File: src/rtl/game_input_ctrl.sv
// Reaction-game input controller: button sync/debounce, round FSM, result capture.
// Optional false-start detection is enabled by defining GAME_INPUT_CTRL_FALSE_START_EN.
module game_input_ctrl #(
    parameter int DEB_N  = 16,
    parameter int SSEG_W = 28
) (
    input  logic              clk,
    input  logic              rst,
    input  logic              btn_start,
    input  logic              btn_stop,
    input  logic              timer_done,
    input  logic [SSEG_W-1:0] timer_sseg,
    output logic              timer_en,
    output logic              timer_clr,
    output logic              capture_valid,
    output logic [SSEG_W-1:0] capture_sseg,
    output logic              timeout,
    output logic              false_start,
    output logic [1:0]        state
);

    typedef enum logic [1:0] {
        IDLE   = 2'b00,
        ARM    = 2'b01,
        RUN    = 2'b10,
        RESULT = 2'b11
    } state_t;

    logic [1:0] raw;
    logic [1:0] press;
    logic       start_press;
    logic       stop_press;

    assign raw         = {btn_stop, btn_start};
    assign start_press = press[0];
    assign stop_press  = press[1];

    // Index 0 = start, 1 = stop. Each button: 2-flop sync, saturating-count debounce, rising-edge pulse.
    generate
        for (genvar gi = 0; gi < 2; gi++) begin : deb_gen
            logic             sync1_reg;
            logic             sync2_reg;
            logic             stable_reg;
            logic             stable_d_reg;
            logic [DEB_N-1:0] cnt_reg;

            always_ff @(posedge clk or negedge rst) begin
                if (!rst) begin
                    sync1_reg    <= 1'b0;
                    sync2_reg    <= 1'b0;
                    stable_reg   <= 1'b0;
                    stable_d_reg <= 1'b0;
                    cnt_reg      <= '0;
                end else begin
                    sync1_reg    <= raw[gi];
                    sync2_reg    <= sync1_reg;
                    stable_d_reg <= stable_reg;
                    if (sync2_reg != stable_reg) begin
                        if (cnt_reg == '1) begin
                            stable_reg <= sync2_reg;
                            cnt_reg    <= '0;
                        end else begin
                            cnt_reg <= cnt_reg + 1'b1;
                        end
                    end else begin
                        cnt_reg <= '0;
                    end
                end
            end

            assign press[gi] = stable_reg & ~stable_d_reg;
        end
    endgenerate

`ifdef GAME_INPUT_CTRL_FALSE_START_EN
    localparam logic [SSEG_W-1:0] SSEG_F = SSEG_W'({(SSEG_W/7){7'b0001110}});
    logic stop_level;
    assign stop_level = deb_gen[1].stable_reg;
`endif

    state_t            state_reg, state_next;
    logic              timer_en_reg, timer_en_next;
    logic              timer_clr_reg, timer_clr_next;
    logic              capture_valid_reg, capture_valid_next;
    logic [SSEG_W-1:0] capture_sseg_reg, capture_sseg_next;
    logic              timeout_reg, timeout_next;
    logic              false_start_reg, false_start_next;

    always_ff @(posedge clk or negedge rst) begin
        if (!rst) begin
            state_reg         <= IDLE;
            timer_en_reg      <= 1'b0;
            timer_clr_reg     <= 1'b0;
            capture_valid_reg <= 1'b0;
            capture_sseg_reg  <= '1;
            timeout_reg       <= 1'b0;
            false_start_reg   <= 1'b0;
        end else begin
            state_reg         <= state_next;
            timer_en_reg      <= timer_en_next;
            timer_clr_reg     <= timer_clr_next;
            capture_valid_reg <= capture_valid_next;
            capture_sseg_reg  <= capture_sseg_next;
            timeout_reg       <= timeout_next;
            false_start_reg   <= false_start_next;
        end
    end

    always_comb begin
        state_next         = state_reg;
        capture_valid_next = capture_valid_reg;
        capture_sseg_next  = capture_sseg_reg;
        timeout_next       = timeout_reg;
        false_start_next   = false_start_reg;

        case (state_reg)
            IDLE, RESULT: begin
                if (start_press) begin
                    // A new round wipes the previous result as it enters ARM.
                    state_next         = ARM;
                    capture_valid_next = 1'b0;
                    capture_sseg_next  = '1;
                    timeout_next       = 1'b0;
                    false_start_next   = 1'b0;
`ifdef GAME_INPUT_CTRL_FALSE_START_EN
                    if (stop_level) begin
                        state_next         = RESULT;
                        capture_valid_next = 1'b1;
                        capture_sseg_next  = SSEG_F;
                        false_start_next   = 1'b1;
                    end
`endif
                end
            end
            ARM: state_next = RUN;
            RUN: begin
                // Stop has priority over a coincident timer expiry.
                if (stop_press) begin
                    state_next         = RESULT;
                    capture_valid_next = 1'b1;
                    capture_sseg_next  = timer_sseg;
                    timeout_next       = 1'b0;
                end else if (timer_done) begin
                    state_next         = RESULT;
                    capture_valid_next = 1'b1;
                    capture_sseg_next  = timer_sseg;
                    timeout_next       = 1'b1;
                end
            end
            default: state_next = IDLE;
        endcase

        timer_clr_next = (state_next == ARM);
        timer_en_next  = (state_next == RUN);
    end

    assign state         = state_reg;
    assign timer_en      = timer_en_reg;
    assign timer_clr     = timer_clr_reg;
    assign capture_valid = capture_valid_reg;
    assign capture_sseg  = capture_sseg_reg;
    assign timeout       = timeout_reg;
    assign false_start   = false_start_reg;

endmodule

File: config.mk
export PLATFORM = sky130hd
export DESIGN_NAME = game_input_ctrl
export DESIGN_NICKNAME = d
export VERILOG_FILES = /design/src/rtl/game_input_ctrl.sv
export SDC_FILE = /design/constraint.sdc
export NUM_CORES = 1
export LEC_CHECK = 0
export CORE_ASPECT_RATIO = 1.5
export CORE_MARGIN = 2
export CORE_UTILIZATION = 50
export CTS_CLUSTER_SIZE = 40
export DETAILED_ROUTE_END_ITERATION = 10
export PLACE_DENSITY = 0.9
export SKIP_LAST_GASP = 1
export SYNTH_ARGS = -nofsm -noshare
export SYNTH_HDL_FRONTEND = slang
export SYNTH_SLANG_ARGS = --single-unit
File: constraint.sdc
create_clock -name clk -period 1.8 [get_ports clk]
set_input_delay 0.36 -clock clk [delete_from_list [all_inputs] [get_ports clk]]
set_output_delay 0.36 -clock clk [all_outputs]
set_load 0.02 [all_outputs]
==> metrics <==
status finished, final reports clean; Rows 35; Overall Global Routing Usage 0.224; met3 GRT Util 0.0547; PortBufs 66; post-route setup slack 35.4 ps; first-pass GRT wire length 11.2 mm; crit path time final 1760 ps; clock skew 13.2 ps; Top delay family on crit path buffers and inverters; Cell Pwr Density 767 nW/um2; CTS Root Cell clkbuf_8; Core Region 6130 um2; dpl hpwl 4.79 mm; Post-Syn Instances 262; worst skew pair latency 350 ps; period utilization 0.980; WHS 354 ps; Diodes inserted 0; slowest stage delay, CP 400 ps; WP buf/inv 3; syn avg cell area 12.0 um2; fmax 567 MHz; initial drt markers 137; largest family of logic cells by synthesized area simple AND/OR/NAND/NOR gates; Layout area overhead 34.1%; RSZ-0062 raised after global routing yes; Place WS -447 ps; Post-synth ARST share 1.00; Seq/Total Area, Yosys 0.601; global placer's final weighted congestion 0.793; total chip power 3.23 mW; Worst-Margin Slew 563 ps; Max transition margin 0.622; #FFs+latches synth 74; critical path peak fanout 11; Syn. warnings 0; CTS clk-pin slew, worst paths 80 ps; maximum clock path buffer count 2; die area 6950 um2; mapped cell area 3140 um2; CTS Buf Count 9; Post-Route WL 7.34 mm; Critical Path AT 1980 ps; post-synth cell types 40; Top Ports 68; Synth Area in Adders 0.0119; mux cell area share after synthesis 0.00836; detailed-route wire length per cell 17.2 um; Crit Path Category flip-flop to flip-flop; CTS tree built; initial core utilization 0.512; routing usage on met2 0.390; worst-path cell chain inv_1 > ha_2 > buf_4 > nand2_1 > o211ai_1 > buf_4 > o21ai_0; Synth Area in XOR/XNOR 0.0753; crit start category flip-flop; vias 2291; worst hold path type flip-flop to flip-flop; initial antenna violation count 0; share of cells above drive strength 1 0.216; H-tree depth 3; Post-synth EDFFs 0; die span in x 68.7 um; clk sinks 74; P_leak 1.75 nW; largest net degree at the start of global routing 40; Final #Nets 383; DRC Markers 0; grt ovf 0; Die Ht 101 um; Max Slew Vio Count 0; simple-gate share of the synthesized area 0.162; TritonRoute pass-1 iters 4; GR Util met1 0.251; max reg flops 32; gr busiest metal met2; CP max-delay cell ha_2; Max VDD drop 0.474 mV; Req. time, crit path 2020 ps; syn_nets 298; DR vias/cell 5.38; Final Setup Violations 0; Fillers 429; Synth Area in Compound Gates 0.111; ys flop type dfrtp_1; MaxCap Viol Count 0; CP dominant cell by count buf_4; Hold Vio Cnt, Final 0; Setup crit end kind flip-flop; vias in the first global route 2316; DRT antenna net count 0
-- layer usage --
metal / vias to the layer above / share of wire
met1: 1108 / 0.39
met3: 16 / 0.042
met5: - / 0
met4: 0 / 0.028
met2: 74 / 0.54
li1: 1093 / -
-- worst register-to-register path, delay by kind of cell (launching register included) --
kind	cells	cell delay [ps]
buf+inv	3	450
fa+ha+maj	1	400
flops	1	370
simple gates	1	80
compound gates	2	330
-- report_power, final --
group / internal, mW / leakage, nW / switching [mW]
sequential: 1.68 / 0.923 / 0.0178
combinational: 0.0848 / 0.721 / 0.0706
clock: 0.730 / 0.109 / 0.648
total: 2.50 / 1.75 / 0.737
-- layout by cell type, fill, tap and decap left out, types with 2 or more instances in the layout --
master           count
xnor2_1             16
nor2_2               2
o22a_1              28
inv_1               12
nand2b_1             3
a211oi_4             2
or3_1                3
nor3_1               8
and4_1               3
nand3_1             10
a31o_2               2
nand4_1              7
xor2_1              11
clkinv_4             3
nand2_1              8
dfstp_2             28
clkbuf_8             9
clkdlybuf4s50_1     35
dlygate4sd2_1       28
or2_0                2
nor4_1               5
buf_4               13
dlymetal6s2s_1       2
nor2_1              32
o21ai_0              3
ha_1                 2
a21oi_1              3
nand4_4              2
dfrtp_1             46
-- cells in the mapped netlist (2+ instances only) --
library cell,n,share of area
a21oi_1,4,0.0064
a31o_2,3,0.0084
and4_1,3,0.0084
buf_2,4,0.0064
clkbuf_1,3,0.0036
dfrtp_1,46,0.37
dfstp_2,28,0.23
ha_1,3,0.012
inv_1,12,0.014
nand2_1,8,0.0096
nand2b_1,3,0.0060
nand3_1,10,0.016
nand4_1,7,0.014
nand4_4,2,0.014
nor2_1,33,0.039
nor3_1,8,0.013
nor4_1,5,0.010
o21ai_0,3,0.0048
o22a_1,28,0.078
or2_0,2,0.0040
or3_1,3,0.0060
xnor2_1,16,0.045
xor2_1,11,0.031
-- worst paths after layout --
path | start | to | slack, ps | cells after the start
min | deb_gen[0].sync1_reg | deb_gen[0].sync2_reg | 350 | 0
min reg2reg | deb_gen[0].sync1_reg | deb_gen[0].sync2_reg | 350 | 0
max reg2reg | state[0] | capture_valid | 40 | 7
max | state[0] | capture_valid | 40 | 7
max in group asynchronous | rst | capture_sseg[27] | 630 | 3
min in group asynchronous | rst | deb_gen[1].cnt_reg[11] | 510 | 2
-- cell type report --
cell class | instances | area [um2] | share of cell area
Timing Repair Buffer | 82 | 764 | 0.181
Clock buffer | 11 | 153 | 0.0362
Inverter | 12 | 45.0 | 0.0107
Multi-Input combinational cell | 168 | 1210 | 0.287
Clock inverter | 5 | 61.3 | 0.0146
Sequential cell | 74 | 1890 | 0.448
Tap cell | 74 | 92.6 | 0.0220
-- kinds of logic (layout without fill, tap and decap cells) --
family,after synthesis,after routing
xor gates and xnor gates,27,27
and+or+nand+nor,91,91
buffers and inverters,21,110
other,1,1
DFF,74,74
muxes,2,2
adders and majority gates,3,3
AOI/OAI and AO/OA,43,44
-- per-stage QoR --
stage               area, um2  std cells   util  setup TNS, ps
global route             4210        426  0.687          -61.0
floorplan                3140        262      -              0
CTS                      4190        426  0.684           -117
detailed placement       3940        404  0.643         -12460
global placement         3940        404  0.643         -10840
finish                   4210        426  0.687              0
-- timing repair --
action                     CTS  global route
buffers inserted             4             0
resized for setup           32             5
hold endpoints to repair    10             0
cloned                       1             0
hold buffers                 1             0
setup endpoints to repair   58            46
pin swaps                    2             0
Note: power is estimated with default switching activity, not from simulation.
